## src/rtl/uart_tx_arbiter.sv

```systemverilog
// ============================================================================
//  Module   : uart_tx_arbiter
//  Brief    : Round-robin arbiter sharing one UART transmitter among N_REQ byte
//             sources. Optional tag byte per grant via `UART_ARB_TAG_EN.
//  Revision : 1.0 - initial release
// ============================================================================
`default_nettype none

module uart_tx_arbiter #(
   parameter int N_REQ     = 4,
   parameter int BUSY_WAIT = 4
`ifdef UART_ARB_TAG_EN
   ,parameter logic [3:0] TAG_BASE = 4'hA
`endif
) (
   input  logic               i_clk,
   input  logic               i_rst,
   input  logic               i_en,
   input  logic [N_REQ-1:0]   i_req,
   input  logic [8*N_REQ-1:0] i_data,
   output logic [N_REQ-1:0]   o_ack,
   output logic [N_REQ-1:0]   o_grant,
   output logic               o_busy,
   output logic               o_timeout,
   output logic               o_transmit,
   output logic [7:0]         o_data_tx,
   input  logic               i_busy_tx
);

   localparam int PW = $clog2(N_REQ);
   localparam int CW = $clog2(BUSY_WAIT + 1);

   typedef enum logic [2:0] {
      IDLE    = 3'd0,
      SEND    = 3'd1,
      WAIT_HI = 3'd2,
      WAIT_LO = 3'd3
`ifdef UART_ARB_TAG_EN
      ,TAG    = 3'd4
`endif
   } state_t;

   state_t           state_q, state_d;
   logic [N_REQ-1:0] grant_q, grant_d;
   logic [N_REQ-1:0] ack_q, ack_d;
   logic             transmit_q, transmit_d;
   logic             timeout_q, timeout_d;
   logic [7:0]       data_tx_q, data_tx_d;
   logic [PW-1:0]    widx_q, widx_d;
   logic [PW-1:0]    ptr_q, ptr_d;
   logic [CW-1:0]    cnt_q, cnt_d;
`ifdef UART_ARB_TAG_EN
   logic [7:0]       byte_q, byte_d;
   logic             tag_phase_q, tag_phase_d;
`endif

   logic             win_found;
   logic [PW-1:0]    win_idx;
   logic [PW-1:0]    cand;
   logic [7:0]       win_byte;
   logic [N_REQ-1:0] win_onehot;

   // Scan starts just after the last served source so every requester is reached.
   always_comb begin
      win_found = 1'b0;
      win_idx   = '0;
      cand      = '0;
      for (int i = 1; i <= N_REQ; i++) begin
         cand = PW'((int'(ptr_q) + i) % N_REQ);
         if (!win_found && i_req[cand]) begin
            win_found = 1'b1;
            win_idx   = cand;
         end
      end
      win_byte   = i_data[{win_idx, 3'b000} +: 8];
      win_onehot = {{(N_REQ-1){1'b0}}, 1'b1} << win_idx;
   end

   always_comb begin
      state_d    = state_q;
      grant_d    = grant_q;
      ack_d      = '0;
      transmit_d = 1'b0;
      timeout_d  = 1'b0;
      data_tx_d  = data_tx_q;
      widx_d     = widx_q;
      ptr_d      = ptr_q;
      cnt_d      = cnt_q;
`ifdef UART_ARB_TAG_EN
      byte_d      = byte_q;
      tag_phase_d = tag_phase_q;
`endif
      case (state_q)
         IDLE: begin
            if (i_en && win_found && !i_busy_tx) begin
               widx_d     = win_idx;
               grant_d    = win_onehot;
               transmit_d = 1'b1;
`ifdef UART_ARB_TAG_EN
               byte_d      = win_byte;
               data_tx_d   = {TAG_BASE, 1'b0, 3'(win_idx)};
               tag_phase_d = 1'b1;
               state_d     = TAG;
`else
               data_tx_d  = win_byte;
               ack_d      = win_onehot;
               state_d    = SEND;
`endif
            end
         end
`ifdef UART_ARB_TAG_EN
         TAG: begin
            state_d = WAIT_HI;
            cnt_d   = '0;
         end
`endif
         SEND: begin
            state_d = WAIT_HI;
            cnt_d   = '0;
         end
         WAIT_HI: begin
            if (i_busy_tx) begin
               state_d = WAIT_LO;
            end else if (cnt_q == CW'(BUSY_WAIT - 2)) begin
               // UART never answered; give up on this transaction.
               timeout_d = 1'b1;
               state_d   = IDLE;
               grant_d   = '0;
`ifdef UART_ARB_TAG_EN
               if (!tag_phase_q) ptr_d = widx_q;
               tag_phase_d = 1'b0;
`else
               ptr_d     = widx_q;
`endif
            end else begin
               cnt_d = cnt_q + CW'(1);
            end
         end
         WAIT_LO: begin
            if (!i_busy_tx) begin
`ifdef UART_ARB_TAG_EN
               if (tag_phase_q) begin
                  tag_phase_d = 1'b0;
                  transmit_d  = 1'b1;
                  ack_d       = grant_q;
                  data_tx_d   = byte_q;
                  state_d     = SEND;
               end else begin
                  state_d = IDLE;
                  ptr_d   = widx_q;
                  grant_d = '0;
               end
`else
               state_d = IDLE;
               ptr_d   = widx_q;
               grant_d = '0;
`endif
            end
         end
         default: state_d = IDLE;
      endcase
   end

   always_ff @(posedge i_clk) begin
      if (i_rst) begin
         state_q    <= IDLE;
         grant_q    <= '0;
         ack_q      <= '0;
         transmit_q <= 1'b0;
         timeout_q  <= 1'b0;
         data_tx_q  <= '0;
         widx_q     <= '0;
         ptr_q      <= PW'(N_REQ - 1);
         cnt_q      <= '0;
`ifdef UART_ARB_TAG_EN
         byte_q      <= '0;
         tag_phase_q <= 1'b0;
`endif
      end else begin
         state_q    <= state_d;
         grant_q    <= grant_d;
         ack_q      <= ack_d;
         transmit_q <= transmit_d;
         timeout_q  <= timeout_d;
         data_tx_q  <= data_tx_d;
         widx_q     <= widx_d;
         ptr_q      <= ptr_d;
         cnt_q      <= cnt_d;
`ifdef UART_ARB_TAG_EN
         byte_q      <= byte_d;
         tag_phase_q <= tag_phase_d;
`endif
      end
   end

   assign o_ack      = ack_q;
   assign o_grant    = grant_q;
   assign o_busy     = (state_q != IDLE);
   assign o_timeout  = timeout_q;
   assign o_transmit = transmit_q;
   assign o_data_tx  = data_tx_q;

endmodule

`default_nettype wire

```

## config.mk

```make
export PLATFORM = sky130hd
export DESIGN_NAME = uart_tx_arbiter
export DESIGN_NICKNAME = d
export VERILOG_FILES = /design/src/rtl/uart_tx_arbiter.sv
export SDC_FILE = /design/constraint.sdc
export NUM_CORES = 1
export LEC_CHECK = 0
export BUFFER_PORTS_ARGS = -buffer_cell sky130_fd_sc_hd__buf_2
export CAP_MARGIN = 20
export CELL_PAD_IN_SITES_DETAIL_PLACEMENT = 1
export CELL_PAD_IN_SITES_GLOBAL_PLACEMENT = 2
export CORE_MARGIN = 2
export CORE_UTILIZATION = 30
export CTS_CLUSTER_SIZE = 8
export DETAILED_ROUTE_END_ITERATION = 10
export GPL_TIMING_DRIVEN = 0
export PLACE_DENSITY_LB_ADDON = 0.1
export SLEW_MARGIN = 20
export SYNTH_ARGS = -nofsm -noshare
export SYNTH_HDL_FRONTEND = slang
export SYNTH_SLANG_ARGS = --single-unit
```

## constraint.sdc

```tcl
create_clock -name i_clk -period 3.23 [get_ports i_clk]
set_input_delay 0.646 -clock i_clk [delete_from_list [all_inputs] [get_ports i_clk]]
set_output_delay 0.646 -clock i_clk [all_outputs]
set_load 0.05 [all_outputs]
```

==> qor.yml, run 1 <==
outcome:
  status: "completed"
critical_path:
  arrival_ns: 1.38
  startpoint_type: "flip-flop"
  worst-path-max-fanout: 5
  worst_ep_required_time_ns: 2.58
  critical_path_class: "reg2out"
  end_kind: "output pin"
power:
  p_leak_nw: 0.864
  cellPowerDensity_nw_per_um2: 418
  power_uw: 788
  peakVddDrop_mv: 0.158
clock_network:
  numCtsBuffers: 3
  ctsResizeCount: 0
  hold_buffers: 0
  clkTransAtPathRegs_ns: 0.10
  cts_htree_levels: 1
  cts_buffer_depth: 2
  cts.sinks: 27
  cts_tree: "done"
  clock_latency_ns: 0.27
  post_cts_buffers: 0
  root_buffer: "clkbuf_8"
grt:
  grt_pass1_wl_um: 6720
  grt_pass1_vias: 1396
  track_usage_pct: 15.9
  gr-total-overflow: 0
  grt_max_degree: 15
  antenna_found_initial: 0
drt:
  detail_route.iter0.violations: 28
  vias_per_cell: 4.76
  avgRoutedWirePerCell_um: 14.9
  drc_errors: 0
  via_count: 1329
  route.final.wire_length_um: 4170
  drt-pass1-iter-count: 4
  ant_nets: 0
synthesis:
  ys_ff_latch: 27
  synth_top_cells_by_count: "dfxtp_1, mux2i_1, nor2_1"
  synthTopCellsByArea: "dfxtp_1, mux2i_1, ha_1"
  yosysWarnings: 0
  synthFlopType: "dfxtp_1"
  synth_edf_count: 0
  avgSynthCellArea_um2: 9.77
  synthDistinctLibCells: 40
  synth.most_common_cell: "dfxtp_1"
  yosysTopAreaCell: "dfxtp_1"
  async_reset_ff_share_pct: 0
  syn_inst: 150
  yosysTopAreaCellShare_pct: 36.9
  synth_fp_nets: 196
  yosysSeqAreaShare_pct: 36.9
  netlist_area_um2: 1470
worst_hold_path:
  hp-class: "reg2reg"
placed_design:
  dp_hpwl_um: 3410
  routabilityCongestion: 0.844
  port_buffers: 58
sta:
  finalCriticalPeriod_ns: 2.03
  holdWs_ns: 0.469
  fmax_mhz: 493
  rsz0062_at_grt: "no"
  setup_viol: 0
  finClkSkew_ns: 0.00732
  slew-limit-headroom_pct: 59.8
  final_max_slew_viol_count: 0
  hold_viol: 0
  tightest_slew_ns: 0.603
  period_share_pct: 62.8
  setup_tns_ns: 0
layout:
  layout-drive-gt1-share_pct: 34.0
  n_antenna_cell: 0
  final_nets: 259
  area_delta_synth_final_pct: 28.6
  final_util_pct: 39.9
run:
  drv_cap: 0
floorplanning:
  die_h_um: 73.9
  initial_utilization_pct: 31.0
  die_w_um: 73.9
  die-area_um2: 5460
  core_area_um2: 4720
  io_pins: 59
  rows: 25
-- cell families (layout without fill, tap and decap cells) --
group / after synthesis / in the layout / synth area share [%]
DFF: 27 / 27 / 36.9
AOI/OAI and AO/OA: 30 / 30 / 16.5
xor gates and xnor gates: 1 / 1 / 0.598
muxes: 19 / 19 / 13.0
adders and majority gates: 6 / 6 / 5.12
buffers and inverters: 11 / 73 / 4.44
and+or+nand+nor: 56 / 56 / 23.5
-- cell usage in the layout (no fill, tap or decap), drive strengths merged, types with 2 or more instances in the layout --
| cell type | synthesis | routed |
|---|---|---|
| ha | 6 | 6 |
| a32oi | 2 | 2 |
| nor2 | 15 | 15 |
| nand3b | 10 | 10 |
| nor2b | 3 | 3 |
| a211o | 3 | 3 |
| inv | 5 | 5 |
| a21oi | 5 | 5 |
| mux2i | 19 | 19 |
| nand2b | 5 | 5 |
| nand2 | 10 | 10 |
| dfxtp | 27 | 27 |
| a31oi | 2 | 2 |
| o221ai | 9 | 9 |
| buf | 4 | 62 |
| nor3b | 2 | 2 |
| o21ai | 5 | 5 |
| and3 | 2 | 2 |
| nand3 | 2 | 2 |
| clkbuf | 2 | 6 |
-- power by group --
part / switching [mW] / leakage, nW / internal [mW]
sequential: 0.0116 / 0.219 / 0.351
combinational: 0.144 / 0.622 / 0.0879
clock: 0.105 / 0.0228 / 0.0883
total: 0.261 / 0.864 / 0.527
-- registers in the layout, summed over array words and instances (netlist names), 2 cells and up --
| signal | flops |
|---|---|
| state_q | 2 |
| ptr_q | 2 |
| o_ack | 4 |
| cnt_q | 3 |
| widx_q | 2 |
| o_grant | 4 |
| o_data_tx | 8 |
-- per-layer routing --
metal  track usage (%)  routed length (µm)  up-vias
met4              3.64                  17        0
met1              20.4                1890      636
met5                 0                   0        -
met2              28.1                2140       19
met3              2.33                 119        2
li1                  -                   -      672
-- worst paths after layout --
kind              cells after the start  startpoint  slack, ns        to
hold reg to reg                       1   widx_q[1]       0.47  ptr_q[1]
setup reg to reg                      6  state_q[0]       1.30  ptr_q[1]
setup / recovery                      4  state_q[0]       1.20    o_busy
hold / removal                        1   widx_q[1]       0.47  ptr_q[1]
-- area by class of cell --
class / count / area [µm²]
sequential: 27 / 541
fill: 568 / 2840
buffer: 6 / 46.3
timing repair buffer: 58 / 290
clock buffer: 4 / 45.0
inverter: 5 / 18.8
multi-input combinational: 112 / 860
tap: 67 / 83.8
-- critical path: stages, from the launching register on --
cell and delay, ns:
dfxtp_1 0.41, inv_1 0.11, ha_1 0.25, inv_1 0.08
buf_2 0.26
-- through the flow --
stage / setup WS, ns / cells / instance area (µm²)
2_1_floorplan: 1.40 / 150 / 1470
3_3_place_gp: 1.01 / 275 / 1840
3_5_place_dp: 0.983 / 275 / 1840
4_1_cts: 1.20 / 279 / 1880
5_1_grt: 1.11 / 279 / 1880
6_report: 1.20 / 279 / 1880
Power figures use the tool's default switching activity.
==> run 2, diff against run 1 <==
- CORE_UTILIZATION: 30 -> 28
- clock period: 3.23 -> 2 ns (I/O delays scaled with it)
==> run 2 against run 1 <==
  * Sequential share of layout area is 0.31 points lower
  * Die area up 6.7%
  * First-iteration DRC count grew 32%
  * Critical path depth is 2 higher
  * Clock power grew 60%
  * Final cell count grew 1.4%
  * Hold slack got worse by 0.083 ns
  * Largest power group unchanged
  * Design area grew 1.3%
  * Utilization decreased by 2.3 points
  * Setup slack got worse by 1.1 ns
==> qor.yml, run 2 (synthesis results as in run 1) <==
floorplanning:
  die_h_um: 76.3
  io_pins: 59
  core_area_um2: 5070
  die-area_um2: 5830
  rows: 26
  die_w_um: 76.3
  initial_utilization_pct: 28.9
outcome:
  status: "completed"
critical_path:
  rrSetupSlack_ns: 0.15
  critical_path_class: "reg2reg"
  end_kind: "flip-flop"
  startpoint_type: "flip-flop"
  arrival_ns: 2.05
  rr_endpoint: "o_grant[2]"
  r2r_cells: 6
  r2r_start: "state_q[0]"
  worst_ep_required_time_ns: 2.20
  worst-path-max-fanout: 9
layout:
  final_util_pct: 37.6
  largest_reg_flops: 8
  final_nets: 260
  n_antenna_cell: 0
  most-common-layout-cells: "buf_2, dfxtp_1, mux2i_1"
  area_delta_synth_final_pct: 30.3
  fillers: 617
  final_cells: 283
  final_common_cell: "buf_2"
  stdcell_area_um2: 1910
  layout-drive-gt1-share_pct: 36.6
placed_design:
  port_buffers: 58
  dp_hpwl_um: 3460
  routabilityCongestion: 0.753
  dp_slack_ns: -0.0678
  placed_cells: 278
  placed_cell_area_um2: 1840
sta:
  finClkSkew_ns: 0.00714
  rsz0062_at_grt: "no"
  period_share_pct: 92.6
  tightest_slew_ns: 0.626
  holdWs_ns: 0.386
  final_max_slew_viol_count: 0
  slew-limit-headroom_pct: 57.8
  hold_viol: 0
  setup_ws_ns: 0.148
  setup_viol: 0
  setup_tns_ns: 0
  fmax_mhz: 540
  finalCriticalPeriod_ns: 1.85
power:
  power_frac_comb_pct: 29.9
  switching_power_uw: 428
  cellPowerDensity_nw_per_um2: 671
  pwr-share-clk_pct: 24.3
  pwr-share-seq_pct: 45.8
  p_int_uw: 854
  switching_share_pct: 33.3
  peakVddDrop_mv: 0.271
  power_mw: 1.28
  p_leak_nw: 0.879
drt:
  ant_nets: 0
  drt-pass1-iter-count: 4
  via_count: 1372
  vias_per_cell: 4.85
  detail_route.iter0.violations: 37
  route.final.wire_length_um: 4360
  avgRoutedWirePerCell_um: 15.4
  drc_errors: 0
clock_network:
  cts.sinks: 27
  clkTransAtPathRegs_ns: 0.10
  cts_htree_levels: 1
  numCtsBuffers: 3
  cts_buffer_depth: 2
  root_buffer: "clkbuf_8"
  hold_buffers: 0
  clock_latency_ns: 0.27
  cts_tree: "done"
grt:
  grt_max_degree: 16
  gr-total-overflow: 0
  grt_pass1_wl_um: 7230
  grt_pass1_vias: 1449
  antenna_found_initial: 0
  track_usage_pct: 15.2
worst_hold_path:
  hp-class: "in2reg"
  hold_depth: 2
  min_to: "o_transmit"
  hp-start: "i_rst"
run:
  drv_cap: 0
[run 2: cell count changes in the layout (fill, tap and decap cells not counted), sizes merged]
cell and delta:
clkbuf -1, clkinv +1, buf +1
[run 2: area by class of cell]
class,count,area [µm²],area share [%]
Tap cell,70,87.6,4.59
Inverter,5,18.8,0.983
Timing Repair Buffer,59,298,15.6
Buffer,6,46.3,2.42
Multi-Input combinational cell,112,871,45.6
Sequential cell,27,542,28.4
Clock inverter,1,5.00,0.262
Clock buffer,3,41.3,2.16
[run 2: worst max-delay path, cell delays in order, from the launching register on]
cell     delay [ns]
dfxtp_1        0.42
inv_1          0.11
ha_1           0.20
buf_2          0.18
nor4b_4        0.33
or3b_1         0.38
a21oi_1        0.17
[run 2: power by group through the flow]
| stage | registers [mW] | logic (mW) | clock network [mW] |
|---|---|---|---|
| finish | 0.587 | 0.383 | 0.311 |
| global route | 0.591 | 0.416 | 0.359 |
| CTS | 0.587 | 0.380 | 0.329 |
| floorplan | 0.673 | 0.186 | 0 |
| detailed placement | 0.599 | 0.378 | 0 |
| global placement | 0.598 | 0.371 | 0 |
[run 2: what timing repair did]
action	in CTS	in global routing
buffers inserted	0	1
gates resized for setup	0	5
setup endpoints to repair	0	12
[run 2: routing by layer]
metal,share of wire [%],up-vias,GRT usage [%]
li1,-,674,-
met1,44,664,18.5
met2,51,32,27.3
met3,3.9,2,3.67
met4,0.53,0,2.91
met5,0,-,0
[run 2: worst max path at each step]
stage,from,endpoint,depth (start not counted)
final,state_q[0],o_grant[2],6
after detailed placement,i_req[1],o_data_tx[4],6
after global placement,i_req[1],o_data_tx[5],6
after CTS,state_q[0],o_data_tx[4],7
after global routing,state_q[0],o_data_tx[3],7
after floorplan,state_q[0],o_data_tx[0],7
